`src/rtl/sample_avg_pkg.sv`:
```
// Shared types, limits and helpers for the sample_avg_16bits block-averaging front end.
// Optional build macro used by the top level: SAMPLE_AVG_ROUND_EN (round half-up instead of truncate).
package sample_avg_pkg;

    typedef enum logic [1:0] {
        ST_IDLE  = 2'd0,
        ST_ACCUM = 2'd1,
        ST_EMIT  = 2'd2
    } state_t;

    localparam int LOG2_N_MIN = 1;
    localparam int LOG2_N_MAX = 8;

    // Accumulator width that holds the sum of 2^log2n full-scale samples without overflow
    function automatic int acc_width(input int dw, input int log2n);
        return dw + log2n;
    endfunction

endpackage

```
`src/rtl/avg_accum.sv`:
```
// Accumulator and sample counter for one block of 2^LOG2_N samples.
// load starts a new block with the sample, add folds a sample in, clear empties everything.
module avg_accum
    import sample_avg_pkg::*;
#(
    parameter int DW     = 16,
    parameter int LOG2_N = 3
) (
    input  logic                                 clk,
    input  logic                                 rst,
    input  logic                                 load,
    input  logic                                 add,
    input  logic                                 clear,
    input  logic [DW-1:0]                        sample,
    output logic [acc_width(DW, LOG2_N)-1:0]     acc,
    output logic                                 last
);

    localparam int AW = acc_width(DW, LOG2_N);
    localparam logic [LOG2_N-1:0] CNT_LAST = LOG2_N'((1 << LOG2_N) - 1);

    logic [AW-1:0]     acc_d, acc_q;
    logic [LOG2_N-1:0] cnt_d, cnt_q;

    // Next accumulator/counter value; clear wins over load and add, the counter wraps naturally
    always_comb begin
        acc_d = acc_q;
        cnt_d = cnt_q;
        if (clear) begin
            acc_d = '0;
            cnt_d = '0;
        end else if (load) begin
            acc_d = AW'(sample);
            cnt_d = LOG2_N'(1);
        end else if (add) begin
            acc_d = acc_q + AW'(sample);
            cnt_d = cnt_q + LOG2_N'(1);
        end
    end

    // Accumulator and counter registers with asynchronous active-low reset
    always_ff @(posedge clk or negedge rst) begin
        if (!rst) begin
            acc_q <= '0;
            cnt_q <= '0;
        end else begin
            acc_q <= acc_d;
            cnt_q <= cnt_d;
        end
    end

    assign acc  = acc_q;
    assign last = (cnt_q == CNT_LAST);

endmodule

```
`src/rtl/sample_avg_16bits.sv`:
```
// Block-averaging front end for the 16-bit comparator: sums 2^LOG2_N accepted samples,
// then spends one EMIT cycle publishing the average on a registered output with a one-cycle strobe.
// Build macro SAMPLE_AVG_ROUND_EN: when defined the average rounds half-up, otherwise it truncates.
module sample_avg_16bits
    import sample_avg_pkg::*;
#(
    parameter int LOG2_N = 3,
    parameter int DW     = 16
) (
    input  logic          clk,
    input  logic          rst,
    input  logic          clr,
    input  logic          in_valid,
    input  logic [DW-1:0] in,
    output logic          in_ready,
    output logic [DW-1:0] out,
    output logic          out_valid
);

    localparam int AW = acc_width(DW, LOG2_N);

    if (LOG2_N < LOG2_N_MIN || LOG2_N > LOG2_N_MAX) begin : g_bad_log2n
        $error("sample_avg_16bits: LOG2_N out of range 1..8");
    end

    if (DW != 16) begin : g_bad_dw
        $error("sample_avg_16bits: DW must be 16 to match the comparator");
    end

    state_t          state_d, state_q;
    logic [DW-1:0]   out_d, out_q;
    logic            out_valid_d, out_valid_q;
    logic            acc_load, acc_add, acc_clear, acc_last;
    logic [AW-1:0]   acc;
    logic [AW-1:0]   acc_rounded;
    logic            accept;

    avg_accum #(
        .DW     (DW),
        .LOG2_N (LOG2_N)
    ) u_accum (
        .clk    (clk),
        .rst    (rst),
        .load   (acc_load),
        .add    (acc_add),
        .clear  (acc_clear),
        .sample (in),
        .acc    (acc),
        .last   (acc_last)
    );

`ifdef SAMPLE_AVG_ROUND_EN
    assign acc_rounded = acc + AW'(1 << (LOG2_N - 1));
`else
    assign acc_rounded = acc;
`endif

    assign in_ready = (state_q != ST_EMIT);
    assign accept   = in_valid && in_ready;

    // Next state, accumulator controls and output register update; clr overrides every transition
    always_comb begin
        state_d     = state_q;
        out_d       = out_q;
        out_valid_d = 1'b0;
        acc_load    = 1'b0;
        acc_add     = 1'b0;
        acc_clear   = 1'b0;
        if (clr) begin
            state_d   = ST_IDLE;
            acc_clear = 1'b1;
        end else begin
            case (state_q)
                ST_IDLE: begin
                    if (accept) begin
                        acc_load = 1'b1;
                        state_d  = ST_ACCUM;
                    end
                end
                ST_ACCUM: begin
                    if (accept) begin
                        acc_add = 1'b1;
                        if (acc_last) begin
                            state_d = ST_EMIT;
                        end
                    end
                end
                ST_EMIT: begin
                    out_d       = acc_rounded[AW-1:LOG2_N];
                    out_valid_d = 1'b1;
                    acc_clear   = 1'b1;
                    state_d     = ST_IDLE;
                end
                default: begin
                    state_d   = ST_IDLE;
                    acc_clear = 1'b1;
                end
            endcase
        end
    end

    // State and output registers with asynchronous active-low reset
    always_ff @(posedge clk or negedge rst) begin
        if (!rst) begin
            state_q     <= ST_IDLE;
            out_q       <= '0;
            out_valid_q <= 1'b0;
        end else begin
            state_q     <= state_d;
            out_q       <= out_d;
            out_valid_q <= out_valid_d;
        end
    end

    assign out       = out_q;
    assign out_valid = out_valid_q;

endmodule

```
`config.mk`:
```
export PLATFORM = sky130hd
export DESIGN_NAME = sample_avg_16bits
export DESIGN_NICKNAME = d
export VERILOG_FILES = /design/src/rtl/sample_avg_pkg.sv /design/src/rtl/avg_accum.sv /design/src/rtl/sample_avg_16bits.sv
export SDC_FILE = /design/constraint.sdc
export NUM_CORES = 1
export LEC_CHECK = 0
export ABC_CLOCK_PERIOD_IN_PS = 4100
export CAP_MARGIN = 40
export CORE_MARGIN = 4
export CORE_UTILIZATION = 59
export DETAILED_ROUTE_END_ITERATION = 16
export PLACE_DENSITY = 0.85
export SYNTH_ARGS = -nofsm -noshare
export SYNTH_HDL_FRONTEND = slang
export SYNTH_HIERARCHICAL = 1
export SYNTH_SLANG_ARGS = --single-unit
```
`constraint.sdc`:
```
create_clock -name clk -period 4.1 [get_ports clk]
set_input_delay 0.82 -clock clk [delete_from_list [all_inputs] [get_ports clk]]
set_output_delay 0.82 -clock clk [all_outputs]
set_load 0.1 [all_outputs]
```
==> results of run 1 <==
cell usage in the layout (no fill, tap or decap), types with 2 or more instances in the layout:
| cell | n |
|---|---|
| sky130_fd_sc_hd__ha_1 | 18 |
| sky130_fd_sc_hd__a22oi_1 | 2 |
| sky130_fd_sc_hd__mux2i_1 | 7 |
| sky130_fd_sc_hd__nor3_1 | 6 |
| sky130_fd_sc_hd__or3_1 | 3 |
| sky130_fd_sc_hd__xor2_1 | 6 |
| sky130_fd_sc_hd__a21o_1 | 2 |
| sky130_fd_sc_hd__xnor2_1 | 4 |
| sky130_fd_sc_hd__or2_2 | 2 |
| sky130_fd_sc_hd__and3_1 | 2 |
| sky130_fd_sc_hd__nand4b_1 | 2 |
| sky130_fd_sc_hd__nand4_1 | 4 |
| sky130_fd_sc_hd__mux2_4 | 9 |
| sky130_fd_sc_hd__nor2b_1 | 6 |
| sky130_fd_sc_hd__dfrtp_1 | 41 |
| sky130_fd_sc_hd__clkinv_2 | 2 |
| sky130_fd_sc_hd__a31oi_1 | 3 |
| sky130_fd_sc_hd__nor2_1 | 29 |
| sky130_fd_sc_hd__o21a_1 | 4 |
| sky130_fd_sc_hd__a211oi_1 | 4 |
| sky130_fd_sc_hd__clkdlybuf4s50_1 | 36 |
| sky130_fd_sc_hd__buf_8 | 18 |
| sky130_fd_sc_hd__o211ai_1 | 3 |
| sky130_fd_sc_hd__o21ai_0 | 10 |
| sky130_fd_sc_hd__o21ai_1 | 3 |
| sky130_fd_sc_hd__nand3_1 | 4 |
| sky130_fd_sc_hd__a221oi_1 | 4 |
| sky130_fd_sc_hd__mux2_2 | 7 |
| sky130_fd_sc_hd__buf_4 | 3 |
| sky130_fd_sc_hd__nand2_1 | 16 |
| sky130_fd_sc_hd__a21oi_1 | 28 |
| sky130_fd_sc_hd__inv_1 | 13 |
| sky130_fd_sc_hd__clkbuf_8 | 5 |
| sky130_fd_sc_hd__nand2b_1 | 3 |
| sky130_fd_sc_hd__o31a_1 | 3 |
power by group:
group          switching (mW)  internal, mW  leakage, nW  total, mW
sequential             0.0127         0.418        0.562      0.430
clock                   0.144         0.118       0.0439      0.261
combinational           0.137        0.0998         1.00      0.237
total                   0.294         0.635         1.61      0.929
synthesized netlist by cell type, types with 2 or more instances:
library cell,number
sky130_fd_sc_hd__a211oi_1,4
sky130_fd_sc_hd__a21o_1,2
sky130_fd_sc_hd__a21oi_1,28
sky130_fd_sc_hd__a221oi_1,4
sky130_fd_sc_hd__a22oi_1,2
sky130_fd_sc_hd__a31oi_1,3
sky130_fd_sc_hd__and3_1,2
sky130_fd_sc_hd__buf_1,2
sky130_fd_sc_hd__buf_2,2
sky130_fd_sc_hd__clkbuf_1,7
sky130_fd_sc_hd__dfrtp_1,41
sky130_fd_sc_hd__ha_1,18
sky130_fd_sc_hd__inv_1,13
sky130_fd_sc_hd__mux2_2,7
sky130_fd_sc_hd__mux2_4,9
sky130_fd_sc_hd__mux2i_1,7
sky130_fd_sc_hd__nand2_1,16
sky130_fd_sc_hd__nand2b_1,3
sky130_fd_sc_hd__nand3_1,4
sky130_fd_sc_hd__nand4_1,4
sky130_fd_sc_hd__nand4b_1,2
sky130_fd_sc_hd__nor2_1,29
sky130_fd_sc_hd__nor2b_1,6
sky130_fd_sc_hd__nor3_1,6
sky130_fd_sc_hd__o211ai_1,3
sky130_fd_sc_hd__o21a_1,4
sky130_fd_sc_hd__o21ai_0,10
sky130_fd_sc_hd__o21ai_1,3
sky130_fd_sc_hd__o31a_1,3
sky130_fd_sc_hd__or2_2,2
sky130_fd_sc_hd__or3_1,3
sky130_fd_sc_hd__xnor2_1,4
sky130_fd_sc_hd__xor2_1,6
per-stage QoR:
step	hold slack [ns]	area [um2]	util, %
3_3_place_gp	0.489	3160	71.1
6_report	0.498	3540	79.7
5_1_grt	0.536	3540	79.7
2_1_floorplan	0.490	2770	-
3_5_place_dp	0.494	3460	77.8
4_1_cts	0.510	3540	79.7
registers in the layout (all words and copies together) (netlist names):
name and count:
state_q 2, u_accum/cnt_q 3, u_accum/acc 19, out_valid 1, out 16
layout make-up:
class	count	share of cell area (%)
inverters	14	1.48
multi-input cells	218	45.9
well taps	52	1.84
clock inverters	3	0.494
clock buffers	5	1.94
repair buffers	59	19.4
flip-flops and latches	41	29.0
worst paths after layout:
path	start	endpoint	slack [ns]	cells past startpoint
worst min register to register	out[14]$_DFFE_PN0P_	out[14]$_DFFE_PN0P_	0.51	1
max in group asynchronous	rst	out[11]$_DFFE_PN0P_	3.12	2
worst max register to register	u_accum/acc[0]$_DFFE_PN0P_	u_accum/acc[12]$_DFFE_PN0P_	1.68	9
min in group clk	out[14]$_DFFE_PN0P_	out[14]$_DFFE_PN0P_	0.51	1
worst max-delay path	in[0]	u_accum/acc[12]$_DFFE_PN0P_	1.02	10
worst min-delay path	rst	out[4]$_DFFE_PN0P_	0.50	1
critical path: stages:
cell,delay [ns]
sky130_fd_sc_hd__clkdlybuf4s50_1,0.47
sky130_fd_sc_hd__ha_1,0.20
sky130_fd_sc_hd__inv_1,0.07
sky130_fd_sc_hd__fa_1,0.37
sky130_fd_sc_hd__and2b_2,0.25
sky130_fd_sc_hd__o2111ai_2,0.14
sky130_fd_sc_hd__a31oi_2,0.29
sky130_fd_sc_hd__a41oi_2,0.21
sky130_fd_sc_hd__xor2_1,0.19
sky130_fd_sc_hd__a211oi_1,0.25
cell families after synthesis:
group / share of synthesized area [%]
DFF: 37.1
AOI/OAI and AO/OA: 20.5
and+or+nand+nor: 15.8
adders and majority gates: 8.86
muxes: 10.3
xor gates and xnor gates: 3.16
buffers and inverters: 4.38
routing by layer:
| layer | track usage (%) | vias up | part of all wire, % |
|---|---|---|---|
| met3 | 3.90 | 2 | 6.2 |
| met5 | 0 | - | 0 |
| met2 | 39.5 | 91 | 48 |
| met1 | 30.7 | 1126 | 45 |
| met4 | 4.35 | 0 | 0.37 |
| li1 | - | 1144 | - |
==> run summary, run 1 <==
The number of warnings issued by yosys is 6. Row generation in the floorplan step produced 24 rows. The clock tree buffer depth is 2. The diode insertion count for antenna repair is 0.

The clock-pin slew of the registers on the worst-case setup and hold paths is ~0.080 ns. The transition time at the pin with the least slew margin is roughly 0.72 ns. The synthesized area per cell came out at between 9 and 10 um2.

The share of post-route cells with drive strength above 1 came out at about a fifth. The count of placed standard cells including taps is 384. The number of antenna violations at the first check in global routing came out at 0. The maximum number of pins on one net before global-route repair is 39. The data arrival time of the worst path came out at roughly 3.3 ns.

The total number of H-tree levels is 2. The peak fanout along the critical path came out at 3. The net count after synthesis is between 300 and 400. The analysis attributes to cell leakage a power of 1.61 nW. The pre-antenna-repair detailed-routing pass consisted of 5 iterations. The area growth from synthesis to layout is 28.0%. STA classifies the critical path endpoint as a flip-flop. The number of endpoints failing setup at the final stage is 0. The x dimension of the die is approximately 77 um.

Adding up every negative setup slack in the final design gives 0 ns. The number of global-route vias before repair came out at around 2400. The number of unique standard cell types used by synthesis is 60. On the final layout, the worst clock skew is between 0.004 and 0.005 ns.

The final critical-path setup slack is 1.02 ns. The ratio of routed vias to standard cells is between 6 and 7. The tightest slew margin relative to the limit is ~52%. Counting flops and latches in the post-synthesis netlist gives 41. The smallest clock period supported by the final layout is computed as 3.08 ns. After filler insertion, the fill cell instance count of the layout stands at 275.

The critical path start-end classification is input pin to flip-flop. The number of antenna-violating nets in the routed design is 0. The first-pass GRT wire length came out at approximately 11 mm. The remaining global-route overflow came out at 0. The reported max-cap violation count is 0. The tree is rooted in a sky130_fd_sc_hd__clkbuf_8. The detailed placement HPWL is 4.83 mm. In this run the worst hold path is classified as input pin to asynchronous set/reset pin. The total wirelength of the detailed-routed design is 6.49 mm. The area of the placeable core is approximately 4400 um2. The chip height came out at 76.5 um.

The die area is between 5000 and 6000 um2. The post-route non-filler standard cell count came out at ~400. IR analysis of the VDD net gives a maximum drop of between 0.00015 and 0.0002 V.

The critical path launch point type is an input pin. The worst slack at placement came out at ~0.74 ns. Once the clock tree was built, the resizer swapped 0 gates to a different size. The run finished with clean final reports.

The total power after layout is 0.929 mW. The overall fraction of global-route tracks in use is a little under a quarter. The final-report max-slew violation count is 0. The clock buffer count from CTS is 5.

The mapped cell area is 2770 um2. Pin placement for this block handled 38 I/O pins. The CTS tree is done. The placer's final routability congestion estimate came out at slightly above 0.9. Of the post-synthesis cell area, the dominant cell type holds a little under two fifths. The required time at the endpoint of the critical path came out at approximately 4.3 ns. Counting flops with an async set or reset pin after synthesis yields a share of 100%. The number of vias after detailed routing came out at roughly 2400. The total count of hold-check failures in the final report is 0. The number of buffers inserted by post-CTS setup repair is 0.

Setup repair after global routing left no endpoint under its margin. Once the floorplan was initialized, standard cells occupied around 62% of the core. The number of design-rule violations left by the first detailed-router iteration came out at roughly 210. Buffers placed on the I/O ports in this run total 37.

The net count reported at finish is 378. Power spread over the standard cell area amounts to ~260 nW/um2. The number of instances in the synthesized netlist came out at ~290.

The number of sinks driven by the clock tree is 41. The number of hold-repair buffers added at the cts stage came out at 0. At the later pin of the worst-skew pair, clock insertion delay measures ~0.29 ns.

For this run, design rule violations remaining after detail routing come to 0. The synthesized design contains 0 enable-type register cells. In the post-synthesis netlist, the biggest area contributors are sky130_fd_sc_hd__dfrtp_1 (37%), sky130_fd_sc_hd__ha_1 (8.1%), sky130_fd_sc_hd__a21oi_1 (5.1%), sky130_fd_sc_hd__mux2_4 (4.9%), sky130_fd_sc_hd__nor2_1 (3.9%). The multi-input combinational cells in the finished layout cover a total of around 1600 um2. The area of all sequential standard cells is 1030 um2.

In the synthesized netlist the dominant register cell turns out to be sky130_fd_sc_hd__dfrtp_1. The fmax is about 320 MHz. The largest total area in the synthesized netlist belongs to sky130_fd_sc_hd__dfrtp_1. The share of the clock period used by the worst path after layout is about three quarters. The sequential-to-total area share from yosys stat came out at between 30% and 40%. After detailed routing, the average wire length per cell comes to 16.5 um.
(Power assumes the default switching activity.)
==> run 2, diff against run 1 <==
Settings changed: ABC_CLOCK_PERIOD_IN_PS 4100 to 3000, CORE_UTILIZATION 59 to 55, PLACE_DENSITY 0.85 to 0.8.
Clock period 4.1 ns to 3 ns, I/O delays scaled along.
==> run 2 against run 1 <==
Effect of this change: sequential share of layout area rose by 2.0 points; wire length fell by 5.4%; cell area fell by 6.3%; total power grew 41%; register-to-register slack got worse by 0.92 ns; setup slack worse by 0.69 ns; combinational power increased by 37%; sequential power increased by 37%; die area up 6.5%; critical path type unchanged.
==> run summary, run 2 (synthesized netlist as in run 1, its figures left out) <==
The chip height came out at 79.0 um (+3.2%). The number of DRC violations after detailed routing is 0 (unchanged). The maximum clock skew at final layout is 0.00255 ns (-0.00207 ns).

The multi-input combinational cell area came out at 1630 um2 (unchanged). The number of hold-repair buffers added at the cts stage came to 0 (unchanged). The net count reported at finish is 367 (-2.9%). The required time at the endpoint of the critical path is 3.21 ns (-1.08 ns). The number of sinks driven by the clock tree came out at 41 (unchanged). The number of antenna-violating nets in the routed design is 0 (unchanged). The placer's final routability congestion estimate was 0.906 (-2.9%). The clock-pin slew of the registers on the worst-case setup and hold paths came to 0.08 ns (about the same). The post-CTS resize count came out at 0 (unchanged). The flip-flop count of the largest register, all copies and words added came to 19 (unchanged). The share of the clock period used by the worst path after layout came out at 89.1%. The clock tree buffer depth came out at 2 (unchanged). The utilization of the core after routing is 69.4% (-10 points). The final-report max-slew violation count is 0 (unchanged). The number of endpoints failing setup at the final stage is 0 (unchanged). The remaining global-route overflow is 0 (unchanged). The cell count of the worst reg-to-reg path came out at 9 (unchanged). The ratio of routed vias to standard cells came out at 5.81 (-3.6%). Setup repair after global routing left no endpoint under its margin. The library cell used most frequently in the layout, excluding fill and tap cells, is sky130_fd_sc_hd__dfrtp_1. The CTS tree is done. The die area is 6230 um2 (+6.5%). Leaving out fill and tap cells, the most frequent cells in the layout are sky130_fd_sc_hd__dfrtp_1 (41), sky130_fd_sc_hd__nor2_1 (29), sky130_fd_sc_hd__a21oi_1 (28), sky130_fd_sc_hd__buf_4 (27). The post-route cell area came to 3320 um2 (-6.3%). The reported max-cap violation count came out at 0 (unchanged). The detailed-router iteration count before antenna repair is 4 (-1). The worst setup path is launched from an input pin. The total count of hold-check failures in the final report was 0 (unchanged). The final routed wire length divided by cell count came out at 15.5 um (-6.4%).

The post-placement cell area is 3220 um2 (-6.9%). For this run, the top clock speed supported by timing is roughly 370 MHz. The number of vias after detailed routing is 2302 (-2.6%). The layout filler cell count came out at 389 (+41%). The post-synthesis to final-layout area growth came out at 19.9%. The leakage dissipation came to 1.56 nW (-3.1%).

The starting utilization of the core area came out at 57.9% (-4.4 points). The number of global-route vias before repair is 2245 (-5.0%). The run finished with clean final reports. The number of buffers inserted by post-CTS setup repair came out at 0 (unchanged). The type of the tightest min-delay check is input pin to asynchronous set/reset pin. The first-pass GRT wire length came out at 10.4 mm (-6.0%). The maximum number of pins on one net before global-route repair came to 39 (unchanged).

For the finished layout, the period the worst path requires is roughly 2.7 ns. The transition time at the pin with the least slew margin is 0.414 ns (-0.310 ns). The tightest slew margin relative to the limit came out at 72.4% (+21 points).

The top-level I/O count was 38 (unchanged). The total number of H-tree levels came out at 2 (unchanged). The number of design-rule violations left by the first detailed-router iteration came to 158 (-25%). The kind of end point of the critical path is a flip-flop. The final-layout setup total negative slack is 0 ns (unchanged).

The number of placement rows came out at 25 (+4.2%). The clock buffer count from CTS is 5 (unchanged). The area of all sequential standard cells was 1030 um2 (unchanged). The number of antenna violations at the first check in global routing is 0 (unchanged).

The x dimension of the die is 79.0 um (+3.2%). The cell sitting at the root of the clock tree is a sky130_fd_sc_hd__clkbuf_8. The diode insertion count for antenna repair came out at 0 (unchanged). The peak fanout along the critical path came out at 3 (unchanged). The share of post-route cells with drive strength above 1 came out at 21.6% (+2.8 points). The total wirelength of the detailed-routed design came out at 6.14 mm (-5.4%). The power per unit of standard cell area was 395 nW/um2 (+51%). The worst supply voltage drop on vdd came out at 0.000316 V (+94%). The detailed placement HPWL came out at 4.57 mm (-5.3%). The number of input and output port buffers inserted is 37 (unchanged). The data arrival time of the worst path was 2.88 ns (-0.39 ns). The clock network latency to the later pin of the worst-skew pair came to 0.29 ns (about the same).

The area of the placeable core was 4790 um2 (+7.7%). The critical path start-end classification is input pin to flip-flop. The overall fraction of global-route tracks in use came out at 21.3% (-1.7 points).
## run 2: per-layer routing
metal  share of wire, %  track usage, %  up-vias
met1                 47            28.6     1086
li1                   -               -     1133
met3                4.9            3.63       11
met4                1.7            8.76        0
met5                  0               0        -
met2                 46            34.2       72
## run 2: power by group
group | switching (mW) | total (mW) | internal (mW)
clock network | 0.190 | 0.398 | 0.208
logic | 0.183 | 0.324 | 0.141
registers | 0.0169 | 0.587 | 0.571
## run 2: cell type report
| cell class | instances | area share, % |
|---|---|---|
| Clock buffer | 7 | 2.90 |
| Clock inverter | 1 | 0.151 |
| Inverter | 14 | 1.58 |
| Multi-Input combinational cell | 218 | 49.0 |
| Sequential cell | 41 | 30.9 |
| Tap cell | 67 | 2.53 |
| Timing Repair Buffer | 48 | 12.9 |
## run 2: critical path, stage by stage
cell and delay [ns]:
sky130_fd_sc_hd__clkdlybuf4s50_1 0.48, sky130_fd_sc_hd__ha_1 0.17, sky130_fd_sc_hd__inv_1 0.05, sky130_fd_sc_hd__fa_1 0.36, sky130_fd_sc_hd__and2b_2 0.24, sky130_fd_sc_hd__o2111ai_2 0.12
sky130_fd_sc_hd__a31oi_2 0.26, sky130_fd_sc_hd__a41oi_2 0.19, sky130_fd_sc_hd__xor2_1 0.18, sky130_fd_sc_hd__a211oi_1 0.22
## run 2: metrics by stage
| stage | instances | setup slack [ns] | hold WS, ns | power, mW |
|---|---|---|---|---|
| 2_1_floorplan | 286 | 0.581 | 0.304 | 0.818 |
| 3_3_place_gp | 387 | 0.0521 | 0.493 | 0.907 |
| 3_5_place_dp | 388 | 0.0215 | 0.494 | 0.918 |
| 4_1_cts | 396 | 0.334 | 0.230 | 1.32 |
| 5_1_grt | 396 | 0.140 | 0.240 | 1.39 |
| 6_report | 396 | 0.326 | 0.229 | 1.31 |
## run 2: final timing paths
check                                              end  slack (ns)                  startpoint
setup reg to reg           u_accum/acc[12]$_DFFE_PN0P_        0.76  u_accum/acc[0]$_DFFE_PN0P_
max in group asynchronous   u_accum/acc[9]$_DFFE_PN0P_        2.29                         rst
min in group clk                    out[0]$_DFFE_PN0P_        0.51          out[0]$_DFFE_PN0P_
hold / removal                      out[2]$_DFFE_PN0P_        0.23                         rst
hold reg to reg                     out[0]$_DFFE_PN0P_        0.51          out[0]$_DFFE_PN0P_
setup / recovery           u_accum/acc[12]$_DFFE_PN0P_        0.33                       in[0]
